## config.mk

```make
export PLATFORM = sky130hd
export DESIGN_NAME = branch_redirect
export DESIGN_NICKNAME = d
export VERILOG_FILES = /design/src/rtl/branch_redirect.sv
export SDC_FILE = /design/constraint.sdc
export NUM_CORES = 1
export LEC_CHECK = 0
export ABC_AREA = 1
export CAP_MARGIN = 20
export CORE_ASPECT_RATIO = 0.6
export CORE_UTILIZATION = 29
export DETAILED_ROUTE_END_ITERATION = 8
export HOLD_SLACK_MARGIN = 0.03
export MAX_ROUTING_LAYER = met4
export PLACE_DENSITY_LB_ADDON = 0.12
export SYNTH_ARGS = -nofsm -noshare
export SYNTH_HDL_FRONTEND = slang
export SYNTH_SLANG_ARGS = --single-unit
```

## constraint.sdc

```tcl
create_clock -name clk -period 2.89 [get_ports clk]
set_input_delay 0.4335 -clock clk [delete_from_list [all_inputs] [get_ports clk]]
set_output_delay 0.4335 -clock clk [all_outputs]
set_load 0.02 [all_outputs]
```

## src/rtl/branch_redirect.sv

```systemverilog
// Branch misprediction recovery: queues the fall-through PCs of predicted-taken
// branches and redirects fetch to the oldest one when its branch fails in EX.
module branch_redirect #(
  parameter int CNT_W = 16
) (
  input  logic             clk,
  input  logic             rst,
  input  logic             id_branch_valid,
  input  logic [31:0]      id_fallthrough_pc,
  input  logic             ex_branch,
  input  logic             ex_fail,
  output logic             redirect_valid,
  output logic [31:0]      redirect_pc,
  output logic             flush,
  output logic [CNT_W-1:0] branch_cnt,
  output logic [CNT_W-1:0] mispredict_cnt,
  output logic             err_overflow,
  output logic             err_underflow
);

  typedef enum logic {NORMAL, FLUSH} state_t;

  state_t             state_q, state_d;
  logic [31:0]        mem_q [2];
  logic               head_q, head_d;
  logic [1:0]         count_q, count_d;
  logic               redirect_valid_q, redirect_valid_d;
  logic               flush_q, flush_d;
  logic [31:0]        redirect_pc_q, redirect_pc_d;
  logic [CNT_W-1:0]   branch_cnt_q, branch_cnt_d;
  logic [CNT_W-1:0]   mispredict_cnt_q, mispredict_cnt_d;
  logic               err_overflow_q, err_overflow_d;
  logic               err_underflow_q, err_underflow_d;
  logic               wr_en;
  logic               wr_idx;
  logic               pop;
  logic               push_ok;

  function automatic logic [CNT_W-1:0] sat_inc(input logic [CNT_W-1:0] v);
    return (&v) ? v : v + {{(CNT_W-1){1'b0}}, 1'b1};
  endfunction

  always_comb begin
    state_d          = state_q;
    head_d           = head_q;
    count_d          = count_q;
    redirect_valid_d = 1'b0;
    flush_d          = 1'b0;
    redirect_pc_d    = redirect_pc_q;
    branch_cnt_d     = branch_cnt_q;
    mispredict_cnt_d = mispredict_cnt_q;
    err_overflow_d   = err_overflow_q;
    err_underflow_d  = err_underflow_q;
    wr_en            = 1'b0;
    wr_idx           = head_q ^ count_q[0];
    pop              = ex_branch && (count_q != 2'd0);
    push_ok          = 1'b0;

    case (state_q)
      NORMAL: begin
        if (ex_branch) begin
          branch_cnt_d = sat_inc(branch_cnt_q);
          if (count_q == 2'd0) err_underflow_d = 1'b1;
        end
        if (pop && ex_fail) begin
          // Any same-cycle push is on the wrong path and is discarded with the queue.
          redirect_pc_d    = mem_q[head_q];
          redirect_valid_d = 1'b1;
          flush_d          = 1'b1;
          mispredict_cnt_d = sat_inc(mispredict_cnt_q);
          count_d          = 2'd0;
          state_d          = FLUSH;
        end else begin
          push_ok = id_branch_valid && ((count_q != 2'd2) || pop);
          if (id_branch_valid && (count_q == 2'd2) && !pop) err_overflow_d = 1'b1;
          wr_en   = push_ok;
          head_d  = pop ? ~head_q : head_q;
          count_d = count_q + {1'b0, push_ok} - {1'b0, pop};
        end
      end
      FLUSH: state_d = NORMAL;
      default: state_d = NORMAL;
    endcase
  end

  always_ff @(posedge clk or posedge rst) begin
    if (rst) begin
      state_q          <= NORMAL;
      head_q           <= 1'b0;
      count_q          <= 2'd0;
      redirect_valid_q <= 1'b0;
      flush_q          <= 1'b0;
      redirect_pc_q    <= 32'd0;
      branch_cnt_q     <= '0;
      mispredict_cnt_q <= '0;
      err_overflow_q   <= 1'b0;
      err_underflow_q  <= 1'b0;
    end else begin
      state_q          <= state_d;
      head_q           <= head_d;
      count_q          <= count_d;
      redirect_valid_q <= redirect_valid_d;
      flush_q          <= flush_d;
      redirect_pc_q    <= redirect_pc_d;
      branch_cnt_q     <= branch_cnt_d;
      mispredict_cnt_q <= mispredict_cnt_d;
      err_overflow_q   <= err_overflow_d;
      err_underflow_q  <= err_underflow_d;
    end
  end

  // Queue storage carries data only; occupancy alone decides validity.
  always_ff @(posedge clk) begin
    if (wr_en) mem_q[wr_idx] <= id_fallthrough_pc;
  end

  assign redirect_valid = redirect_valid_q;
  assign redirect_pc    = redirect_pc_q;
  assign flush          = flush_q;
  assign branch_cnt     = branch_cnt_q;
  assign mispredict_cnt = mispredict_cnt_q;
  assign err_overflow   = err_overflow_q;
  assign err_underflow  = err_underflow_q;

endmodule
```

After elaboration in Yosys (flattened, before gate mapping)
Memory sizes are Yosys's and may differ from the RTL's. A register that Yosys moved wholly into a read port is not among the register bits.
Index checks and enable logic that the tools add are counted.
{"block": "word_totals", "ff_bits": 39, "ramBits": 64, "input_bits": 37, "output_inout_bits": 68, "word_cells": 46, "memories": 1}
{"memory": "mem_q", "words": 2, "width": 32, "rd": 1, "rd_ports_with_merged_regs": 1, "write_ports": 1, "line": "24", "source": "logic [31:0] mem_q [2];"}
{"block": "op_classes", "add_sub_neg": 4, "eq_ne": 2, "mux": 8, "n_bitwise": 6, "reduce_logical": 17}
{"op": "$add A16 B1 Y16 const B", "count": 2}
{"op": "$reduce_and A16 Y1", "count": 2}
{"op": "$reduce_and A3 Y1", "count": 5}
{"op": "$mux W1", "count": 6}
{"op": "$logic_and A1 B1 Y1", "count": 5}
{"op": "$not A1 Y1", "count": 5}
{"op": "$add A2 B1 Y2", "count": 1}
{"op": "$eq A2 B2 Y1 const B", "count": 1}
{"op": "$logic_not A2 Y1", "count": 1}
{"op": "$mux W2", "count": 1}
{"op": "$ne A2 B2 Y1 const B", "count": 1}
{"op": "$pmux W1 S2", "count": 1}
{"op": "$reduce_and A2 Y1", "count": 1}
{"op": "$reduce_bool A2 Y1", "count": 1}
{"op": "$sub A2 B1 Y2", "count": 1}
{"op": "$logic_not A1 Y1", "count": 1}
{"op": "$logic_or A1 B1 Y1", "count": 1}
{"op": "$xor A1 B1 Y1", "count": 1}

Longest topological paths before layout
{"block": "logic_depth", "depth_word": 8, "depth_mapped": 11, "ltp_nobuf": 11}

Least setup slack after synthesis
No wires, ideal clock.
{"block": "synth_timing", "kind": "flip-flop to flip-flop", "from": "reg count_q[0]", "to": "mem mem_q[0][0], enable pin", "setup_ps": 421, "arrival_ps": 2275, "required_ps": 2469, "setup_slack_ps": 194, "path_stages_with_launch": 8, "path_buffers": 0, "synth_period_minus_slack_ps": 2696, "cell_sequence": "dfrtp_1 -> inv_2 -> nand2_1 -> nand3_1 -> nand2_1 -> inv_1 -> nand3_1 -> nor2_1"}
{"block": "synth_via", "elab_chain_cells": 8, "word_cells_on_any_way": 11, "cone_classes": "eq/ne: 1; mux: 4; bitwise: 1; reduce/logical: 5"}
{"item": "from (decl)", "line": "26", "source": "logic [1:0] count_q, count_d;"}
{"item": "from (signal assigned)", "line": "101", "source": "count_q <= count_d;"}
{"item": "$reduce_bool A2 Y1", "line": "56", "source": "pop = ex_branch && (count_q != 2'd0);"}
{"item": "$logic_and A1 B1 Y1", "line": "56"}
{"item": "$logic_or A1 B1 Y1", "line": "74", "source": "push_ok = id_branch_valid && ((count_q != 2'd2) || pop);"}
{"item": "$logic_and A1 B1 Y1", "line": "74"}
{"item": "$mux W1", "line": "65", "source": "if (pop && ex_fail) begin"}
{"item": "$mux W1", "line": "59", "source": "case (state_q)"}
{"item": "$mux W1", "line": "114", "source": "if (wr_en) mem_q[wr_idx] <= id_fallthrough_pc;"}
{"item": "$mux W1 (implied by the code)", "line": "114"}
{"item": "to (decl)", "line": "24"}
Parallel ways exist; a longest one is shown, timed or not.

Worst setup path after layout
{"block": "layout_timing", "from": "reg mispredict_cnt_q[3] (netlist: mispredict_cnt[3])", "to": "out mispredict_cnt[3]"}
{"item": "from (decl)", "line": "31", "source": "logic [CNT_W-1:0] mispredict_cnt_q, mispredict_cnt_d;"}
{"item": "from (signal assigned)", "line": "106", "source": "mispredict_cnt_q <= mispredict_cnt_d;"}
{"item": "to (decl)", "line": "16", "source": "output logic [CNT_W-1:0] mispredict_cnt,"}
No word-level cell between the ends.

==> out/results.tsv <==
metric	value	unit
total number of vias	4174	
routed length per instance	13.9	microns
Post-DP HPWL	9.09	mm
Filler Cell Count	1848	
worst relative slew slack	40.1	%
standard cell area after detailed placement	7150	sq um
number of warnings printed during yosys synthesis	0	
crit-path max FO	6	
final core occ	40.4	%
number of enable-type register cells in the synthesized netlist	64	
number of setup violations in the final report	0	
syn avg cell area	10.1	sq um
cells resized by post-CTS repair	0	
Mapped Area	5780	sq um
data required time at the worst endpoint	2.46	ns
total length of routed met2 wires	5.57	mm
most frequent standard cell in the layout excluding fill and tap cells	sky130_fd_sc_hd__nand2_1	
Synthesized Nets	614	
fraction of final layout cells with drive strength greater than 1	12.7	%
placement row count	39	
category of the worst setup path capture point	output port	
buffers inserted by post-CTS timing repair	0	
run status	finished, final reports clean	
gpl congestion	0.793	
total of max-cap violations	0	
Metal-1 WL	7.20	mm
number of antenna violations at the first check in global routing	0	
critical path's largest stage delay	0.67	ns
routed wl met3	496	microns
number of top-level pins	105	
Pins Over Slew Limit	0	
Primary FF master, synth	sky130_fd_sc_hd__dfrtp_1	
WS Path Type	register to output port	
R2R Setup Slk	1.02	ns
minimum clock period	2.01	ns
Clock transition at path regs	0.06	ns
clk_skew	0.0121	ns
CP cell instances	clkdlybuf4s50_1	
antenna fix cells	0	
maximum operating frequency	0.496	GHz
number of search-and-repair iterations in the first detailed-routing pass	4	
setup total negative slack	0	ns
proportion of register bits with asynchronous set or reset after synthesis	52.2	%
total global routing overflow	0	
CTS Buf Count	17	
via count of the first global-routing pass	4068	
Nets	727	
uppermost layer routed	met4	
slowest cell on the critical path	sky130_fd_sc_hd__clkdlybuf4s50_1	
P&R area growth vs syn	34.7	%
instance count of the mapped netlist	573	
remaining antenna violation count	0	
buffers added on ports	104	
Final Hold Fails	0	
clock tree from TritonCTS	done	
number of vias per cell	4.33	
initial detailed-routing violation count	246	
sinks on the clock net	134	
Routed Wire Length	13.4	mm
number of unique standard cell types used by synthesis	29	
sequential-to-total area share from yosys stat	63.6	%
core outline area	19300	sq um
commonest non-fill, non-tap cells in the layout	sky130_fd_sc_hd__nand2_1, sky130_fd_sc_hd__clkdlybuf4s50_1, sky130_fd_sc_hd__dfrtp_1	
# H-tree levels	4	
P_leak	3.14	nW
setup repair after global routing missed its margin	no	
Chip Height	111	microns
full die area	20500	sq um
maximum buffer depth of the clock tree	2	
DR DRC count	0	
Critical Path AT	1.58	ns
type of origin of the critical path	register	
transition time of the tightest slew-check pin	0.897	ns
type of the tightest min-delay check	primary input to async pin	
synthesis-stage register bit count	134	
Final Cycle Share	69.7	%
chip width	184	microns
cts-stage hold buffer count	0	
power per cell area	970	nW/um^2
combined global-route utilization of all metal layers	14.4	%
final std cell area, no fill	7780	sq um
total buffers and inverters traversed by the critical path	1	
starting utilization of the core area	30.0	%
Worst-Skew Late Latency	0.42	ns
worst vdd rail ir drop	457	uV
root buffer selected by CTS	sky130_fd_sc_hd__clkbuf_16	
family with the most delay on the worst path	buffers and inverters	
largest net degree at the start of global routing	66	
wire length of the first global-routing pass	21.7	mm
## layout make-up
class                      instances  area, sq um  area share [%]
timing repair buffer             112         1130            14.5
clock buffer                      17          425            5.47
inverter                          42          161            2.07
clock inverter                    15          206            2.65
sequential                       134         3670            47.2
tap                              266          333            4.28
multi-input combinational        379         1860            23.9
## final timing paths
path | startpoint | cells after the start | end
worst max-delay path | mispredict_cnt[3]$_DFFE_PP0P_ | 1 | mispredict_cnt[3]
worst min-delay path | rst | 2 | flush$_DFF_PP0_
worst max register to register | count_q[0]$_DFFE_PP0N_ | 8 | mem_q[0][10]$_DFFE_PP_
worst min register to register | err_underflow$_DFFE_PP0P_ | 1 | err_underflow$_DFFE_PP0P_
max in group asynchronous | rst | 3 | redirect_pc[14]$_DFFE_PP0P_
min in group clk | err_underflow$_DFFE_PP0P_ | 1 | err_underflow$_DFFE_PP0P_
## report_power, final
part | internal (mW) | switching (mW)
Combinational | 0.997 | 1.32
Clock | 1.40 | 0.905
Sequential | 2.62 | 0.304
## cell families after synthesis
group	share of synthesized area [%]
AO/OA/AOI/OAI	7.30
adder cells (fa/ha/maj)	0.866
flip-flops	63.6
buffers and inverters	4.65
XOR/XNOR	2.12
AND/OR/NAND/NOR	21.5
## cell usage after synthesis (2+ instances only)
cell,number,area share (%)
sky130_fd_sc_hd__nand2_1,172,11
sky130_fd_sc_hd__buf_6,4,0.78
sky130_fd_sc_hd__edfxtp_1,64,33
sky130_fd_sc_hd__o21ai_0,58,5.0
sky130_fd_sc_hd__o21ai_1,18,1.6
sky130_fd_sc_hd__nor2_1,32,2.1
sky130_fd_sc_hd__o21bai_1,3,0.39
sky130_fd_sc_hd__nand3_1,21,1.8
sky130_fd_sc_hd__nand3b_1,2,0.26
sky130_fd_sc_hd__buf_2,6,0.52
sky130_fd_sc_hd__nor2_2,2,0.22
sky130_fd_sc_hd__or2_2,32,3.5
sky130_fd_sc_hd__inv_1,39,2.5
sky130_fd_sc_hd__clkbuf_1,7,0.45
sky130_fd_sc_hd__ha_1,4,0.87
sky130_fd_sc_hd__dfrtp_1,70,30
sky130_fd_sc_hd__xnor2_1,13,2.0
sky130_fd_sc_hd__a21oi_1,2,0.17
sky130_fd_sc_hd__inv_2,2,0.13
sky130_fd_sc_hd__nand4_1,11,1.2
sky130_fd_sc_hd__nand2_2,3,0.32
## metal layers
layer | up-vias | GRT usage [%]
met5 | - | -
met4 | 0 | 4.28
met3 | 11 | 3.73
met2 | 95 | 19.2
met1 | 1950 | 21.0
li1 | 2118 | -
## state kept, by name (all words and copies together), names as in the netlist, 2 cells and up
name            count
mispredict_cnt     16
mem_q              64
redirect_pc        32
count_q             2
branch_cnt         16
## worst register-to-register path: stages, from the launching register on
cell and delay, ns:
sky130_fd_sc_hd__dfrtp_1 0.43, sky130_fd_sc_hd__inv_2 0.10, sky130_fd_sc_hd__nand2_1 0.08, sky130_fd_sc_hd__nand3_1 0.16, sky130_fd_sc_hd__nand2_1 0.09, sky130_fd_sc_hd__inv_1 0.11, sky130_fd_sc_hd__nand3_1 0.19, sky130_fd_sc_hd__nor2_4 0.16
sky130_fd_sc_hd__buf_12 0.23
## per-stage QoR
step	setup slack (ns)	hold slack [ns]	std cells	total power, mW
4_1_cts	0.844	0.465	965	7.68
6_report	0.876	0.434	965	7.55
2_1_floorplan	0.194	0.505	573	4.24
3_3_place_gp	0.703	0.464	933	5.29
3_5_place_dp	0.639	0.467	933	5.33
5_1_grt	0.807	0.493	965	8.02
Note: power is estimated with default switching activity, not from simulation.
